`src/rtl/tomasulo_pkg.sv`:
```
// Shared widths, constants and types for the Tomasulo datapath blocks.
package tomasulo_pkg;
    localparam int DADO_W = 16;
    localparam int TAG_W  = 4;
    localparam int DEST_W = 3;
    localparam int OP_W   = 2;

    localparam logic [TAG_W-1:0] TAG_NENHUM = 4'd0;
    localparam logic [OP_W-1:0]  OP_SUB     = 2'b01;

    typedef enum logic {OCIOSO, ESPERA} estado_t;

    typedef struct packed {
        logic              busy;
        logic [OP_W-1:0]   op;
        logic [DADO_W-1:0] vj;
        logic [TAG_W-1:0]  qj;
        logic [DADO_W-1:0] vk;
        logic [TAG_W-1:0]  qk;
        logic [DEST_W-1:0] dest;
    } entrada_t;
endpackage

```
`src/rtl/seletor_prioridade.sv`:
```
// Lowest-index-first priority select over a request vector.
module seletor_prioridade #(
    parameter int N     = 3,
    parameter int IDX_W = $clog2(N)
) (
    input  logic [N-1:0]     req_i,
    output logic [IDX_W-1:0] idx_o,
    output logic             valid_o
);
    always_comb begin
        idx_o   = '0;
        valid_o = 1'b0;
        for (int i = N - 1; i >= 0; i--) begin
            if (req_i[i]) begin
                idx_o   = IDX_W'(i);
                valid_o = 1'b1;
            end
        end
    end
endmodule

```
`src/rtl/estacao_reserva.sv`:
```
// Reservation-station bank feeding one functional unit via the nova/UF_atoa/V_pronto handshake.
module estacao_reserva
    import tomasulo_pkg::*;
#(
    parameter int               NUM_ENT  = 3,
    parameter logic [TAG_W-1:0] TAG_BASE = 4'd1
) (
    input  logic              clock,
    input  logic              reset,
    input  logic              emite,
    input  logic [OP_W-1:0]   opcode_in,
    input  logic [DADO_W-1:0] Vj_in,
    input  logic [TAG_W-1:0]  Qj_in,
    input  logic [DADO_W-1:0] Vk_in,
    input  logic [TAG_W-1:0]  Qk_in,
    input  logic [DEST_W-1:0] dest_in,
    output logic              rs_cheia,
    output logic [TAG_W-1:0]  tag_emitida,
    input  logic              cdb_valido,
    input  logic [TAG_W-1:0]  cdb_tag,
    input  logic [DADO_W-1:0] cdb_valor,
    input  logic              UF_atoa,
    input  logic              V_pronto,
    output logic              nova,
    output logic [OP_W-1:0]   opcode_out,
    output logic [DADO_W-1:0] Vj_out,
    output logic [DADO_W-1:0] Vk_out,
    output logic [DEST_W-1:0] dest_out,
    output logic [TAG_W-1:0]  Qi_out
);
    localparam int IDX_W = $clog2(NUM_ENT);

    entrada_t [NUM_ENT-1:0] ent_q, ent_d;
    estado_t                estado_q, estado_d;
    logic [IDX_W-1:0]       idx_q, idx_d;

    logic              nova_q, nova_d;
    logic [OP_W-1:0]   op_out_q, op_out_d;
    logic [DADO_W-1:0] vj_out_q, vj_out_d;
    logic [DADO_W-1:0] vk_out_q, vk_out_d;
    logic [DEST_W-1:0] dest_out_q, dest_out_d;
    logic [TAG_W-1:0]  qi_out_q, qi_out_d;

    logic [NUM_ENT-1:0] livre, pronto;
    logic [IDX_W-1:0]   livre_idx, pronto_idx;
    logic               livre_ok, pronto_ok;

    always_comb begin
        for (int i = 0; i < NUM_ENT; i++) begin
            livre[i]  = ~ent_q[i].busy;
            // The entry held by the functional unit must not be picked twice.
            pronto[i] = ent_q[i].busy && (ent_q[i].qj == TAG_NENHUM) &&
                        (ent_q[i].qk == TAG_NENHUM) &&
                        !((estado_q == ESPERA) && (idx_q == IDX_W'(i)));
        end
    end

    seletor_prioridade #(.N(NUM_ENT), .IDX_W(IDX_W)) u_sel_livre (
        .req_i   (livre),
        .idx_o   (livre_idx),
        .valid_o (livre_ok)
    );

    seletor_prioridade #(.N(NUM_ENT), .IDX_W(IDX_W)) u_sel_pronto (
        .req_i   (pronto),
        .idx_o   (pronto_idx),
        .valid_o (pronto_ok)
    );

    assign rs_cheia    = ~livre_ok;
    assign tag_emitida = TAG_BASE + TAG_W'(livre_idx);

    always_comb begin
        ent_d      = ent_q;
        estado_d   = estado_q;
        idx_d      = idx_q;
        nova_d     = 1'b0;
        op_out_d   = op_out_q;
        vj_out_d   = vj_out_q;
        vk_out_d   = vk_out_q;
        dest_out_d = dest_out_q;
        qi_out_d   = qi_out_q;

        for (int i = 0; i < NUM_ENT; i++) begin
            if (cdb_valido && ent_q[i].busy && (ent_q[i].qj != TAG_NENHUM) &&
                (ent_q[i].qj == cdb_tag)) begin
                ent_d[i].vj = cdb_valor;
                ent_d[i].qj = TAG_NENHUM;
            end
            if (cdb_valido && ent_q[i].busy && (ent_q[i].qk != TAG_NENHUM) &&
                (ent_q[i].qk == cdb_tag)) begin
                ent_d[i].vk = cdb_valor;
                ent_d[i].qk = TAG_NENHUM;
            end
        end

        // A broadcast in the issue cycle would otherwise be missed by the new entry.
        if (emite && livre_ok) begin
            ent_d[livre_idx].busy = 1'b1;
            ent_d[livre_idx].op   = opcode_in;
            ent_d[livre_idx].dest = dest_in;
            if (cdb_valido && (Qj_in != TAG_NENHUM) && (Qj_in == cdb_tag)) begin
                ent_d[livre_idx].vj = cdb_valor;
                ent_d[livre_idx].qj = TAG_NENHUM;
            end else begin
                ent_d[livre_idx].vj = Vj_in;
                ent_d[livre_idx].qj = Qj_in;
            end
            if (cdb_valido && (Qk_in != TAG_NENHUM) && (Qk_in == cdb_tag)) begin
                ent_d[livre_idx].vk = cdb_valor;
                ent_d[livre_idx].qk = TAG_NENHUM;
            end else begin
                ent_d[livre_idx].vk = Vk_in;
                ent_d[livre_idx].qk = Qk_in;
            end
        end

        case (estado_q)
            OCIOSO: begin
                if (pronto_ok && UF_atoa) begin
                    nova_d     = 1'b1;
                    op_out_d   = ent_q[pronto_idx].op;
                    vj_out_d   = ent_q[pronto_idx].vj;
                    vk_out_d   = ent_q[pronto_idx].vk;
                    dest_out_d = ent_q[pronto_idx].dest;
                    qi_out_d   = TAG_BASE + TAG_W'(pronto_idx);
                    idx_d      = pronto_idx;
                    estado_d   = ESPERA;
                end
            end
            ESPERA: begin
                if (V_pronto) begin
                    ent_d[idx_q].busy = 1'b0;
                    estado_d          = OCIOSO;
                end
            end
            default: estado_d = OCIOSO;
        endcase
    end

    always_ff @(posedge clock) begin
        if (reset) begin
            ent_q      <= '0;
            estado_q   <= OCIOSO;
            idx_q      <= '0;
            nova_q     <= 1'b0;
            op_out_q   <= '0;
            vj_out_q   <= '0;
            vk_out_q   <= '0;
            dest_out_q <= '0;
            qi_out_q   <= '0;
        end else begin
            ent_q      <= ent_d;
            estado_q   <= estado_d;
            idx_q      <= idx_d;
            nova_q     <= nova_d;
            op_out_q   <= op_out_d;
            vj_out_q   <= vj_out_d;
            vk_out_q   <= vk_out_d;
            dest_out_q <= dest_out_d;
            qi_out_q   <= qi_out_d;
        end
    end

    assign nova       = nova_q;
    assign opcode_out = op_out_q;
    assign Vj_out     = vj_out_q;
    assign Vk_out     = vk_out_q;
    assign dest_out   = dest_out_q;
    assign Qi_out     = qi_out_q;
endmodule
```
`config.mk`:
```
export PLATFORM = sky130hd
export DESIGN_NAME = estacao_reserva
export DESIGN_NICKNAME = d
export VERILOG_FILES = /design/src/rtl/tomasulo_pkg.sv /design/src/rtl/seletor_prioridade.sv /design/src/rtl/estacao_reserva.sv
export SDC_FILE = /design/constraint.sdc
export NUM_CORES = 1
export LEC_CHECK = 0
export ABC_AREA = 1
export BUFFER_PORTS_ARGS = -buffer_cell sky130_fd_sc_hd__buf_2
export CAP_MARGIN = 40
export CORE_UTILIZATION = 35
export DETAILED_ROUTE_END_ITERATION = 8
export REMOVE_ABC_BUFFERS = 1
export SLEW_MARGIN = 40
export SYNTH_ARGS = -nofsm -noshare
export SYNTH_HDL_FRONTEND = slang
export SYNTH_SLANG_ARGS = --single-unit
```
`constraint.sdc`:
```
create_clock -name clock -period 2.6 [get_ports clock]
set_clock_uncertainty 0.15 [all_clocks]
set_input_delay 0.26 -clock clock [delete_from_list [all_inputs] [get_ports clock]]
set_output_delay 0.26 -clock clock [all_outputs]
set_load 0.03 [all_outputs]
```
==> results.json <==
{
  "finalNonFillerCells": 2473,
  "synthFlopType": "dfxtp_1",
  "netlist_area_sq_mm": 0.01169,
  "clk_pin_slew_ps": 90,
  "grt_pass1_vias": 12150,
  "antenna_found_initial": 3,
  "numCtsBuffers": 17,
  "wl_per_cell_microns": 18.31,
  "grtUsageTotal_pct": 26.86,
  "hold_class": "in -> reg",
  "synth.distinct_cells": 33,
  "dp_cells": 2431,
  "synth_largest_area_cell": "dfxtp_1",
  "dp_slack_ps": 484.6,
  "combPwrFrac_pct": 23.8,
  "synth_edf_count": 0,
  "synth_warnings": 0,
  "cts_tree": "yes",
  "p_leak_uw": 0.006368,
  "cts_sinks": 182,
  "fmax_ghz": 0.4662,
  "syn_avg_cell_area_sq_um": 5.948,
  "vdd_drop_max_v": 0.0004452,
  "htree_levels": 4,
  "grt_pass1_wl_microns": 69760,
  "via_count": 13240,
  "fin_util_pct": 40.50,
  "place_hpwl_microns": 28320,
  "finalHoldViolCount": 0,
  "p_sw_share_pct": 35.73,
  "drtIter0Drc": 1369,
  "synthDominantCellAreaShare_pct": 31.17,
  "multi_input_area_sq_mm": 0.006505,
  "rows": 66,
  "powerDensity_mw_per_mm2": 558.4,
  "crit_path_end_kind": "register",
  "io_pins": 118,
  "grt.overflow.total": 0,
  "port_buffers": 114,
  "seqCellArea_sq_mm": 0.003643,
  "sequentialPowerShare_pct": 41.3,
  "p_total_uw": 7395,
  "rsz0062_at_grt": "false",
  "slew_headroom_pct": 45.94,
  "async_reset_ff_share_pct": 0,
  "dieHeight_microns": 184.7,
  "areaGrowthSynthToFinish_pct": 13.29,
  "dr.pass1.iters": 6,
  "synth_seq_cells": 182,
  "switching_power_uw": 2642,
  "design.die.area_sq_mm": 0.03413,
  "p_int_uw": 4753,
  "clk_latency_ps": 450,
  "dieWidth_microns": 184.7,
  "final-setup-viol-count": 0,
  "drc_errors": 0,
  "fin_crit_ps": 2145,
  "rr_worst_depth": 9,
  "finalCritPeriodShare_pct": 82.51,
  "crit_path_start_kind": "register",
  "grt_max_degree": 76,
  "drv_slew": 0,
  "gp_congestion": 0.8959,
  "synth.most_common_cell": "nand2_1",
  "arrival_ps": 2370,
  "synthCells": 1965,
  "clock-root-buffer": "clkbuf_16",
  "synth.top_cells.by_count": "603 x nand2_1, 348 x nand3_1, 200 x inv_1",
  "status": "finished, final reports clean",
  "fillCellCount": 3656,
  "fin_tns_setup_ps": 0,
  "path_max_fanout": 22,
  "core_sq_mm": 0.03270,
  "viasPerCell": 5.354,
  "crit_type": "reg -> reg",
  "synthTopCellsByArea": "dfxtp_1 31%, nand2_1 19%, nand3_1 15%",
  "worst_pin_slew_ps": 810.9,
  "cts_buffer_depth": 2,
  "ant_nets": 0,
  "wl_microns": 45270,
  "pwr-share-clk_pct": 34.9,
  "postLayoutSetupSlackWorst_ps": 454.8,
  "hold-path-cell-count": 5,
  "cp_data_required_time_ps": 2820,
  "synth_seq_area_share_pct": 31.17,
  "fin_nets": 2088,
  "start_util_pct": 35.74,
  "max-cap-violations": 0,
  "drive_above_1_share_pct": 12.32
}
cell usage in the layout (no fill, tap or decap), drive strengths merged, types with 4 or more instances in the layout:
cell type / n
clkinv: 4
inv: 226
nor2: 146
buf: 168
clkbuf: 18
xor2: 5
nor3: 4
nand4: 82
a21oi: 181
dlygate4sd3: 8
dfxtp: 182
nand2: 608
o21ai: 36
nand3: 349
area by class of cell:
type	instances	area share, %
Antenna cell	2	0.03779
Clock buffer	18	3.316
Clock inverter	14	0.8787
Inverter	219	6.207
Multi-Input combinational cell	1420	49.12
Sequential cell	182	27.51
Tap cell	442	4.176
Timing Repair Buffer	176	8.749
path summary, 6_finish.rpt:
check | slack [ps] | endpoint | startpoint
worst max-delay path | 450 | ent_q[8] | ent_q[91]
worst min-delay path | 20 | ent_q[29] | Vj_in[2]
worst max register to register | 450 | ent_q[8] | ent_q[91]
worst min register to register | 300 | register | register
what timing repair did:
item	in CTS	in global routing
resized for setup	0	0
hold buffers	8	0
setup buffers	0	0
endpoints found under the hold margin	20	0
critical path: stages, from the launching register on:
cell	delay (ps)
dfxtp_1	380
nand2_1	170
o21ai_1	100
buf_4	150
inv_2	90
buf_4	310
nand4_4	360
nand2_1	160
nand2_1	60
a21oi_1	120
power by group through the flow:
stage          registers (uW)  logic (uW)  clock network, uW
3_3_place_gp             3110        1700                  0
6_report                 3050        1760               2580
4_1_cts                  3050        1730               2620
2_1_floorplan            3210         947                  0
3_5_place_dp             3120        1720                  0
5_1_grt                  3070        1930               2720
registers in the layout (all words and copies together), names as in the netlist, named ones only:
signal,count
Vk_out,16
dest_out,3
opcode_out,2
nova,1
Qi_out,3
Vj_out,16
ent_q,123
idx_q,2
estado_q,1
cells by family after synthesis:
group	Yosys count	synth area share, %
AOI/OAI and AO/OA	221	9.602
xor gates and xnor gates	5	0.3746
adders and majority gates	1	0.1070
buffers and inverters	365	13.46
DFF	182	31.17
other	1	0.03208
and+or+nand+nor	1190	45.26
per-stage QoR:
step	hold WS (ps)	area, sq um
floorplan	176.2	10950
global placement	287.0	12600
detailed placement	294.1	12600
CTS	18.13	13240
global route	36.01	13240
finish	15.81	13240
per-layer routing:
layer	track usage, %	routed length [microns]	vias up
met5	0	8	-
met4	10.68	1360	2
met3	4.347	4304	97
met1	35.70	19180	6056
li1	-	-	6414
met2	43.17	20410	671
No activity file was read; power rests on OpenSTA's default activity.
